[src/rtl/matrix_operand_loader_if.sv]
// Element-in / packed-frame-out stream bundle for the matrix operand loader.
// The master drives elements and consumes frames; the slave is the loader.
interface matrix_operand_loader_if #(
  parameter int ELEM_W = 2
);
  logic              in_valid;
  logic              in_ready;
  logic [ELEM_W-1:0] in_data;
  logic              out_valid;
  logic              out_ready;
  logic [7:0]        out_a;
  logic [7:0]        out_b;

  modport master (
    output in_valid, in_data, out_ready,
    input  in_ready, out_valid, out_a, out_b
  );

  modport slave (
    input  in_valid, in_data, out_ready,
    output in_ready, out_valid, out_a, out_b
  );
endinterface

[src/rtl/matrix_operand_loader.sv]
// Collects eight 2-bit elements into shadow slots, range-checks them and
// presents each legal frame as packed A/B operands on a valid/ready output.
module matrix_operand_loader #(
  parameter int ELEM_W  = 2,
  parameter int MAX_VAL = 2
) (
  input  logic                    clk,
  input  logic                    reset,
  input  logic                    flush_i,
  matrix_operand_loader_if.slave  bus,
  output logic                    frame_err_o,
  output logic [3:0]              elem_count_o
);

  localparam logic [0:0] ST_LOAD = 1'b0;
  localparam logic [0:0] ST_HOLD = 1'b1;

  localparam logic [ELEM_W-1:0] MAX_V     = ELEM_W'(MAX_VAL);
  localparam logic [3:0]        LAST_SLOT = 4'd7;
  localparam logic [3:0]        FULL_CNT  = 4'd8;

  logic [0:0]        state_q, state_d;
  logic [3:0]        count_q, count_d;
  logic              bad_q, bad_d;
  logic              out_valid_q, out_valid_d;
  logic              frame_err_q, frame_err_d;
  logic [7:0]        out_a_q, out_a_d;
  logic [7:0]        out_b_q, out_b_d;
  logic [ELEM_W-1:0] shadow_q [8];
  logic [ELEM_W-1:0] shadow_d [8];

  logic accept;
  logic transfer;
  logic elem_bad;
  logic bad_next;

  assign bus.in_ready  = (state_q == ST_LOAD);
  assign bus.out_valid = out_valid_q;
  assign bus.out_a     = out_a_q;
  assign bus.out_b     = out_b_q;
  assign frame_err_o   = frame_err_q;
  assign elem_count_o  = count_q;

  assign accept   = bus.in_valid && (state_q == ST_LOAD);
  assign transfer = out_valid_q && bus.out_ready;
  assign elem_bad = (bus.in_data > MAX_V);
  // The 8th element's own range check must count toward the frame verdict.
  assign bad_next = bad_q || elem_bad;

  always_comb begin
    state_d     = state_q;
    count_d     = count_q;
    bad_d       = bad_q;
    out_valid_d = out_valid_q;
    frame_err_d = 1'b0;
    out_a_d     = out_a_q;
    out_b_d     = out_b_q;
    for (int i = 0; i < 8; i++) begin
      shadow_d[i] = shadow_q[i];
    end

    if (flush_i) begin
      state_d     = ST_LOAD;
      count_d     = '0;
      bad_d       = 1'b0;
      out_valid_d = 1'b0;
    end else begin
      case (state_q)
        ST_LOAD: begin
          if (accept) begin
            shadow_d[count_q[2:0]] = bus.in_data;
            if (count_q == LAST_SLOT) begin
              bad_d = 1'b0;
              if (bad_next) begin
                frame_err_d = 1'b1;
                count_d     = '0;
              end else begin
                out_a_d     = {shadow_d[3], shadow_d[2], shadow_d[1], shadow_d[0]};
                out_b_d     = {shadow_d[7], shadow_d[6], shadow_d[5], shadow_d[4]};
                out_valid_d = 1'b1;
                count_d     = FULL_CNT;
                state_d     = ST_HOLD;
              end
            end else begin
              bad_d   = bad_next;
              count_d = count_q + 4'd1;
            end
          end
        end
        ST_HOLD: begin
          if (transfer) begin
            out_valid_d = 1'b0;
            count_d     = '0;
            state_d     = ST_LOAD;
          end
        end
        default: begin
          state_d     = ST_LOAD;
          count_d     = '0;
          bad_d       = 1'b0;
          out_valid_d = 1'b0;
        end
      endcase
    end
  end

  always_ff @(posedge clk or posedge reset) begin
    if (reset) begin
      state_q     <= ST_LOAD;
      count_q     <= '0;
      bad_q       <= 1'b0;
      out_valid_q <= 1'b0;
      frame_err_q <= 1'b0;
      out_a_q     <= '0;
      out_b_q     <= '0;
      for (int i = 0; i < 8; i++) begin
        shadow_q[i] <= '0;
      end
    end else begin
      state_q     <= state_d;
      count_q     <= count_d;
      bad_q       <= bad_d;
      out_valid_q <= out_valid_d;
      frame_err_q <= frame_err_d;
      out_a_q     <= out_a_d;
      out_b_q     <= out_b_d;
      for (int i = 0; i < 8; i++) begin
        shadow_q[i] <= shadow_d[i];
      end
    end
  end

endmodule
[src/flat_wrapper.sv]
// flat-port wrapper written by rule: the top's interface ports become plain ports
module matrix_operand_loader_flat 
#(
  parameter int ELEM_W  = 2,
  parameter int MAX_VAL = 2
)
  (clk, reset, flush_i, frame_err_o, elem_count_o, bus_in_valid, bus_in_data, bus_out_ready, bus_in_ready, bus_out_valid, bus_out_a, bus_out_b);
  matrix_operand_loader_if #(.ELEM_W(ELEM_W)) bus_i ();
  input  logic clk;
  input  logic reset;
  input  logic flush_i;
  output logic frame_err_o;
  output logic [3:0] elem_count_o;
  input wire logic [$bits(bus_i.in_valid)-1:0] bus_in_valid;
  input wire logic [$bits(bus_i.in_data)-1:0] bus_in_data;
  input wire logic [$bits(bus_i.out_ready)-1:0] bus_out_ready;
  output wire logic [$bits(bus_i.in_ready)-1:0] bus_in_ready;
  output wire logic [$bits(bus_i.out_valid)-1:0] bus_out_valid;
  output wire logic [$bits(bus_i.out_a)-1:0] bus_out_a;
  output wire logic [$bits(bus_i.out_b)-1:0] bus_out_b;
  assign bus_i.in_valid = bus_in_valid;
  assign bus_i.in_data = bus_in_data;
  assign bus_i.out_ready = bus_out_ready;
  assign bus_in_ready = bus_i.in_ready;
  assign bus_out_valid = bus_i.out_valid;
  assign bus_out_a = bus_i.out_a;
  assign bus_out_b = bus_i.out_b;
  matrix_operand_loader #(.ELEM_W(ELEM_W), .MAX_VAL(MAX_VAL)) u_core (.clk(clk), .reset(reset), .flush_i(flush_i), .bus(bus_i), .frame_err_o(frame_err_o), .elem_count_o(elem_count_o));
endmodule
[config.mk]
export PLATFORM = sky130hd
export DESIGN_NAME = matrix_operand_loader_flat
export DESIGN_NICKNAME = d
export VERILOG_FILES = /design/src/rtl/matrix_operand_loader_if.sv /design/src/rtl/matrix_operand_loader.sv /design/src/flat_wrapper.sv
export SDC_FILE = /design/constraint.sdc
export NUM_CORES = 1
export LEC_CHECK = 0
export BUFFER_PORTS_ARGS = -buffer_cell sky130_fd_sc_hd__buf_2
export CORE_MARGIN = 4
export CORE_UTILIZATION = 55
export DETAILED_ROUTE_END_ITERATION = 10
export GPL_TIMING_DRIVEN = 0
export PLACE_DENSITY = 0.78
export SLEW_MARGIN = 20
export SYNTH_ARGS = -nofsm -noshare
export SYNTH_HDL_FRONTEND = slang
export SYNTH_SLANG_ARGS = --single-unit
[constraint.sdc]
create_clock -name clk -period 5.7 [get_ports clk]
set_input_delay 0.855 -clock clk [delete_from_list [all_inputs] [get_ports clk]]
set_output_delay 0.855 -clock clk [all_outputs]
set_load 0.005 [all_outputs]
# Word level (Yosys, flattened, before mapping)
# Index checks and enable logic that the tools add are counted.
# Widths: inputs -> output; s select.
# word_totals
wordCells	69
register_bits	40
inputBits	7
output_inout_bits	23
# op_classes
add_sub_neg	1
magnitude_cmp	3
bitwise_logic	4
n_reduce_logical	10
n_mux	30
eq_ne	6
# op_table
cell	n
$mux 4	5
$mux 1	19
$bwmux 16	1
$pmux 4 s2	1
$demux 2 s3	1
$ne 3x2->1 const B	2
$ne 3x3->1 const B	2
$reduce_and 5->1	1
$add 4x1->4 const B	1
$eq 4x3->1 const B	1
$ge 4x4->1 const B	1
$lt 4x1->1 const B	1
$not 3->4	1
$pmux 1 s2	2
$reduce_and 2->1	2
$reduce_and 4->1	1
$logic_and 1x1->1	3
$not 1->1	3
$reduce_and 3->1	1
$gt 2x2->1 const B	1
$mux 2	1
$ne 2x2->1 const B	1
$reduce_bool 2->1	1
$logic_or 1x1->1	1

# Longest topological paths before layout
# Gate-level depths: netlist of run 1.
# logic_depth
depth_word	7
mapped_depth	5
ltp_nobuf	4

# Worst setup path after synthesis of run 1
# Ideal clock, no wire load.
# synth_path
path_kind	input-to-reg
from	in flush_i
to	reg u_core.out_a_q[7] (netlist: u_core.bus.out_a[7])
cell_stages	5
n_path_buf	2
path_slack_ps	3407
required_time_ps	5575
setup_ps	125
arrival_ps	2167
cell_sequence	or3b_1 -> buf_6 -> nor3_4 -> buf_12 -> mux2_4
# synth_via
elab_chain_cells	2
# synth_rtl
element	line_no	rtl
start: declaration	flat_wrapper.sv:11	input logic flush_i;
$not 1->1 (no line)	--	
$reduce_and 5->1 (no line)	--	
end signal: assignment	matrix_operand_loader.sv:125	out_a_q <= out_a_d;
end: declaration	matrix_operand_loader.sv:27	logic [7:0] out_a_q, out_a_d;
# Every way passes these cells.
# A chain may end at the register's enable or synchronous reset.

# Worst setup path in the final report of run 1
# layout_path
from	in flush_i
to	reg u_core.out_b_q[1] (netlist: u_core.bus.out_b[1])
# layout_via
elab_chain_cells	2
# layout_rtl
element	line_no	rtl
$not 1->1 (no line)	--	
$reduce_and 5->1 (no line)	--	
end signal: assignment	matrix_operand_loader.sv:126	out_b_q <= out_b_d;
end: declaration	matrix_operand_loader.sv:28	logic [7:0] out_b_q, out_b_d;
# Every way passes these cells.

==> metrics.cfg, run 1 <==
[status]
status = complete, no violations

[logic_synthesis]
muxShareOfSynthArea_pct = 27.0
ys_seq_area_share_pct = 51.5
yosysTopAreaCellShare_pct = 51.5
yosysWarnings = 0
yosys.area_share.simple_pct = 11.1
syn_area_per_cell_um2 = 12.5
ys_top_cells_by_area = dfrtp_1 (52%), mux2_2 (18%), mux2i_1 (5.2%)
syn_area_mm2 = 0.00194
netlist_instances = 155
synth_ff_type = dfrtp_1
synth-adder-area-share_pct = 0.644
synthArstFlopShare_pct = 100
ys_ff_latch = 40
synth_fp_nets = 163
synth_compound_area_share_pct = 5.15
synth_xor_area_share_pct = 0
synth_cell_type_count = 32
post-synth-top-area-cell = dfrtp_1
synth_top_family_by_area = multiplexers
synth_edf_count = 0

[critical_path]
end_kind = flip-flop
r2r_cells = 5
critPathArrivalTime_ns = 2.45
cp-startpoint = flush_i
crit_type = input pin to flip-flop
r2r_setup_slack_ns = 3.61
cp_max_fo = 10
cp.required_ns = 5.93
r2r-start = u_core.state_q
cp-start-kind = input pin
reg2reg_to = u_core.bus.out_b[1]

[cts]
htree_levels = 2
post_cts_buffers = 0
clk_pin_slew_ns = 0.11
cts.sinks = 40
clk_path_buf_depth = 2
cts_resized = 0
tritoncts = yes
cts_buffers = 5
cts_hold_buf = 0
root_buffer = clkbuf_4
insertion_delay_ns = 0.34

[sta]
period_share_pct = 38.9
fin_crit_ns = 2.22
tightest_slew_ns = 0.550
max-slew-margin-rel_pct = 63.3
whs_ns = 0.483
drv_slew = 0
setup_violations = 0
fin_ws_ns = 3.48
rsz0062_at_grt = false
fin_setup_tns_ns = 0
hold_violations = 0
clock.fmax_mhz = 451
clock-skew-final_ns = 0.00506

[cells_and_area]
diodes = 0
areaGrowthSynthToFinish_pct = 15.2
final_nets = 200
fillers = 281
final_util_pct = 66.5
drive_gt1_share_pct = 40.6
design_area_mm2 = 0.00224

[floorplanning]
initial_utilization_pct = 57.7
dieArea_mm2 = 0.00455
die_y_um = 67.4
pin_count = 30
dieWidth_um = 67.4
core_area_mm2 = 0.00336
num_rows = 21

[route]
wl_met3_um = 180
wl_met2_um = 1850
drcViolationCount = 0
met1_length_um = 1700
vias = 1299
dr.pass1.iters = 4
viasPerCell = 5.46
drtIter0Drc = 87
maxUsedRoutingLayer = met4
wl_um = 3790
ant_nets = 0
wl_per_cell_um = 15.9

[placement]
numPortBuffers = 29
routabilityCongestion = 0.865
dp_slack_ns = 3.12
dpl_cell_area_mm2 = 0.00217
hpwl_um = 2780

[grt]
grt_overflow = 0
grt_pass1_vias = 1336
antenna_found_initial = 0
track_usage_pct = 19.6
grt_pass1_wl_um = 6540
grt_max_degree = 25

[worst_hold_path]
hold_class = input pin to asynchronous set/reset pin

[power_and_ir_drop]
powerDensity_mw_per_mm2 = 248
leakage_nw = 1.11
ir_drop_uv = 171

[run]
cap_violations = 0

sequential cells by signal, summed over array words and instances (netlist names):
name / cells
u_core.bad_q: 1
u_core.bus.out_valid: 1
u_core.shadow_q: 16
u_core.frame_err_o: 1
u_core.bus.out_b: 8
u_core.elem_count_o: 4
u_core.bus.out_a: 8
u_core.state_q: 1
power by group:
| group | switching, mW | internal [mW] | leakage, nW | total (mW) |
|---|---|---|---|---|
| registers | 0.0125 | 0.307 | 0.524 | 0.319 |
| clock network | 0.0873 | 0.0700 | 0.0374 | 0.157 |
| logic | 0.0396 | 0.0396 | 0.551 | 0.0792 |
layer usage:
layer / track usage, % / vias to the layer above
li1: - / 626
met2: 30.3 / 30
met4: 6.58 / 0
met5: 0 / -
met3: 5.82 / 7
met1: 26.3 / 636
critical path: stages:
cell and delay, ns:
buf_2 0.11, or3b_1 0.36, buf_6 0.15, nor3_4 0.45, buf_12 0.22, mux2_4 0.30
per-stage QoR:
step | total power, mW | instances
5_1_grt | 0.588 | 238
6_report | 0.556 | 238
3_3_place_gp | 0.396 | 230
2_1_floorplan | 0.378 | 155
3_5_place_dp | 0.405 | 231
4_1_cts | 0.562 | 238
synthesized netlist by cell type (2+ instances only):
| cell | n |
|---|---|
| dfrtp_1 | 40 |
| mux2_2 | 31 |
| mux2i_1 | 10 |
| inv_1 | 8 |
| nand2_1 | 8 |
| clkbuf_1 | 7 |
| mux2_4 | 5 |
| nor2_1 | 5 |
| o21ai_0 | 5 |
| nand3b_1 | 4 |
| nor3b_1 | 4 |
| a211oi_1 | 2 |
| a21oi_1 | 2 |
| a22o_1 | 2 |
| and3_1 | 2 |
| nand3_1 | 2 |
| nor3_1 | 2 |
| or3_1 | 2 |
cells in the final DEF, fill, tap and decap left out, types with 2 or more instances in the layout:
master    instances
dfrtp_1          40
mux2_2           31
buf_2            29
mux2i_1          10
nand2_1           8
clkbuf_1          7
inv_1             7
mux2_4            5
o21ai_0           5
nor2_1            5
clkbuf_4          5
nand3b_1          4
nor3b_1           4
nand3_1           2
nor3_1            2
and3_1            2
a211oi_1          2
a21oi_1           2
or3_1             2
a22o_1            2
clkbuf_8          2
area by class of cell:
cell class              instances  area (µm²)  share of cell area [%]
clock buffers                   7        65.1                    2.91
well taps                      46        57.6                    2.57
multi-input cells              98         853                    38.1
plain buffers                   9        57.6                    2.57
inverters                       8        30.0                    1.34
repair buffers                 30         173                    7.72
flip-flops and latches         40        1000                    44.7
cells by family after synthesis:
group / after synthesis
compound gates: 15
buf+inv: 17
flops: 40
fa+ha+maj: 1
simple gates: 36
mux: 46
worst max-delay path by stage:
stage,slack [ns],cells past startpoint,end
6_report,3.48,6,u_core.bus.out_b[1]
5_1_grt,3.44,6,u_core.bus.out_a[7]
4_1_cts,3.48,6,u_core.bus.out_a[7]
3_5_place_dp,3.12,6,u_core.bus.out_b[0]
3_3_place_gp,3.14,6,u_core.bus.out_b[7]
2_1_floorplan,3.41,5,u_core.bus.out_a[7]
Note: power is estimated with default switching activity, not from simulation.
==> inputs of run 2 (changes only) <==
CORE_UTILIZATION = 50   (was 55)
PLACE_DENSITY = 0.74   (was 0.78)
clock period = 1.9 ns   (was 5.7 ns; I/O delays follow)
==> run 2 against run 1 <==
Compared with the run above: clock-buffer cell count did not move; first-iteration DRC count fell by 21%; non-clock buffer count rose by 4; final area rose by 5.0%; worst setup slack got worse by 3.4 ns; core utilization fell by 3.3 points; critical path depth fell by 2; sequential power rose to 3.0 times the previous value; worst hold slack got worse by 0.48 ns; clock power rose to 4.8 times the previous value.
==> metrics.cfg, run 2 (synthesis gave the netlist of run 1 again) <==
[critical_path]
cp-start-kind = flip-flop
cpMaxStageDelayCell = nor3b_1
cp_max_fo = 10
reg2reg_to = u_core.bus.out_b[1]
r2r_setup_slack_ns = 0.06
cp.required_ns = 2.07
crit_type = flip-flop to flip-flop
r2r-start = u_core.elem_count_o[1]
critPathMaxStageDelay_ns = 0.42
end_kind = flip-flop
crit_chain = clkbuf_1 -> nor3b_1 -> mux2_2 -> mux2_4
r2r_cells = 4
critPathArrivalTime_ns = 2.01

[cts]
cts_hold_buf = 0
insertion_delay_ns = 0.30
cts.sinks = 40
cts_buffers = 5
clk_pin_slew_ns = 0.08
clk_path_buf_depth = 2
tritoncts = yes
htree_levels = 2
root_buffer = clkbuf_8

[route]
viasPerCell = 5.53
ant_nets = 0
vias = 1356
dr.pass1.iters = 4
wl_um = 3940
drtIter0Drc = 69
drcViolationCount = 0
wl_per_cell_um = 16.1

[grt]
grt_pass1_vias = 1436
track_usage_pct = 17.6
grt_pass1_wl_um = 6870
antenna_found_initial = 0
grt_max_degree = 22
grt_overflow = 0

[sta]
period_share_pct = 96.7
fin_crit_ns = 1.84
fin_setup_tns_ns = 0
max-slew-margin-rel_pct = 65.8
clock-skew-final_ns = 0.0133
tightest_slew_ns = 0.512
rsz0062_at_grt = false
whs_ns = 0.0000439
drv_slew = 0
hold_violations = 0
setup_violations = 0
clock.fmax_mhz = 544

[placement]
hpwl_um = 2900
numPortBuffers = 29
dpl_cell_area_mm2 = 0.00217
routabilityCongestion = 0.758

[status]
status = complete, no violations

[run]
cap_violations = 0

[floorplanning]
dieArea_mm2 = 0.00494
num_rows = 22
pin_count = 30
initial_utilization_pct = 52.3
dieWidth_um = 70.3
die_y_um = 70.3
core_area_mm2 = 0.00372

[cells_and_area]
mostFrequentLayoutCell = dfrtp_1
final_cell_mix = dfrtp_1 (40), mux2_2 (31), buf_2 (29), mux2i_1 (10), nand2_1 (8)
final_util_pct = 63.2
design_area_mm2 = 0.00235
areaGrowthSynthToFinish_pct = 21.0
drive_gt1_share_pct = 43.1
top_register = u_core.shadow_q
final_nets = 204
fillers = 295
diodes = 0
largest_reg_flops = 16

[worst_hold_path]
hold_class = input pin to asynchronous set/reset pin

[power_and_ir_drop]
ir_drop_uv = 535
total_power_mw = 1.96
leakage_nw = 1.17
powerDensity_mw_per_mm2 = 833

## run 2: how the worst max path moves through the flow
stage / cells after the start / endpoint / slack [ns] / startpoint
after floorplan: 5 / u_core.bus.out_a[7] / 0.03 / u_core.state_q
after global placement: 5 / u_core.bus.out_b[7] / -0.14 / u_core.state_q
after detailed placement: 5 / u_core.bus.out_b[1] / -0.16 / u_core.state_q
after CTS: 6 / u_core.bus.out_b[0] / 0.02 / u_core.state_q
after global routing: 4 / u_core.bus.out_b[1] / 0.005 / u_core.elem_count_o[1]
final: 4 / u_core.bus.out_b[1] / 0.06 / u_core.elem_count_o[1]
## run 2: per-layer routing
layer | up-vias | GRT usage, % | routed length [µm]
met3 | 9 | 3.88 | 160
met1 | 688 | 22.7 | 1770
met5 | - | 0 | 0
met4 | 0 | 7.87 | 87
li1 | 630 | - | -
met2 | 29 | 28.3 | 1930
## run 2: area by class of cell
type / instances / area, µm² / share of cell area, %
Sequential cell: 40 / 1000 / 42.6
Timing Repair Buffer: 34 / 215 / 9.16
Clock inverter: 1 / 30.0 / 1.28
Clock buffer: 7 / 96.3 / 4.10
Inverter: 8 / 30.0 / 1.28
Tap cell: 48 / 60.1 / 2.56
Multi-Input combinational cell: 98 / 858 / 36.5
Buffer: 9 / 58.8 / 2.50
## run 2: power by group
| part | switching, mW | total (mW) | internal, mW |
|---|---|---|---|
| clock | 0.294 | 0.758 | 0.464 |
| combinational | 0.123 | 0.243 | 0.120 |
| sequential | 0.0373 | 0.957 | 0.920 |
| total | 0.454 | 1.96 | 1.50 |
## run 2: worst max-delay path, delay by kind of cell (launching register included)
kind / cells / cell delay, ns
mux: 2 / 0.65
simple gates: 1 / 0.42
flops: 1 / 0.41
buf+inv: 1 / 0.23
## run 2: stage by stage
step | instances | setup WS [ns]
final | 245 | 0.0627
after global routing | 245 | 0.00502
after CTS | 244 | 0.0226
after detailed placement | 233 | -0.159
after global placement | 232 | -0.139
after floorplan | 155 | 0.0311
## run 2: timing repair
item                       CTS  global route
gates cloned                 0             0
resized for setup            1             2
setup endpoints to repair   16             8
pin swaps                    1             1
buffers inserted             3             1
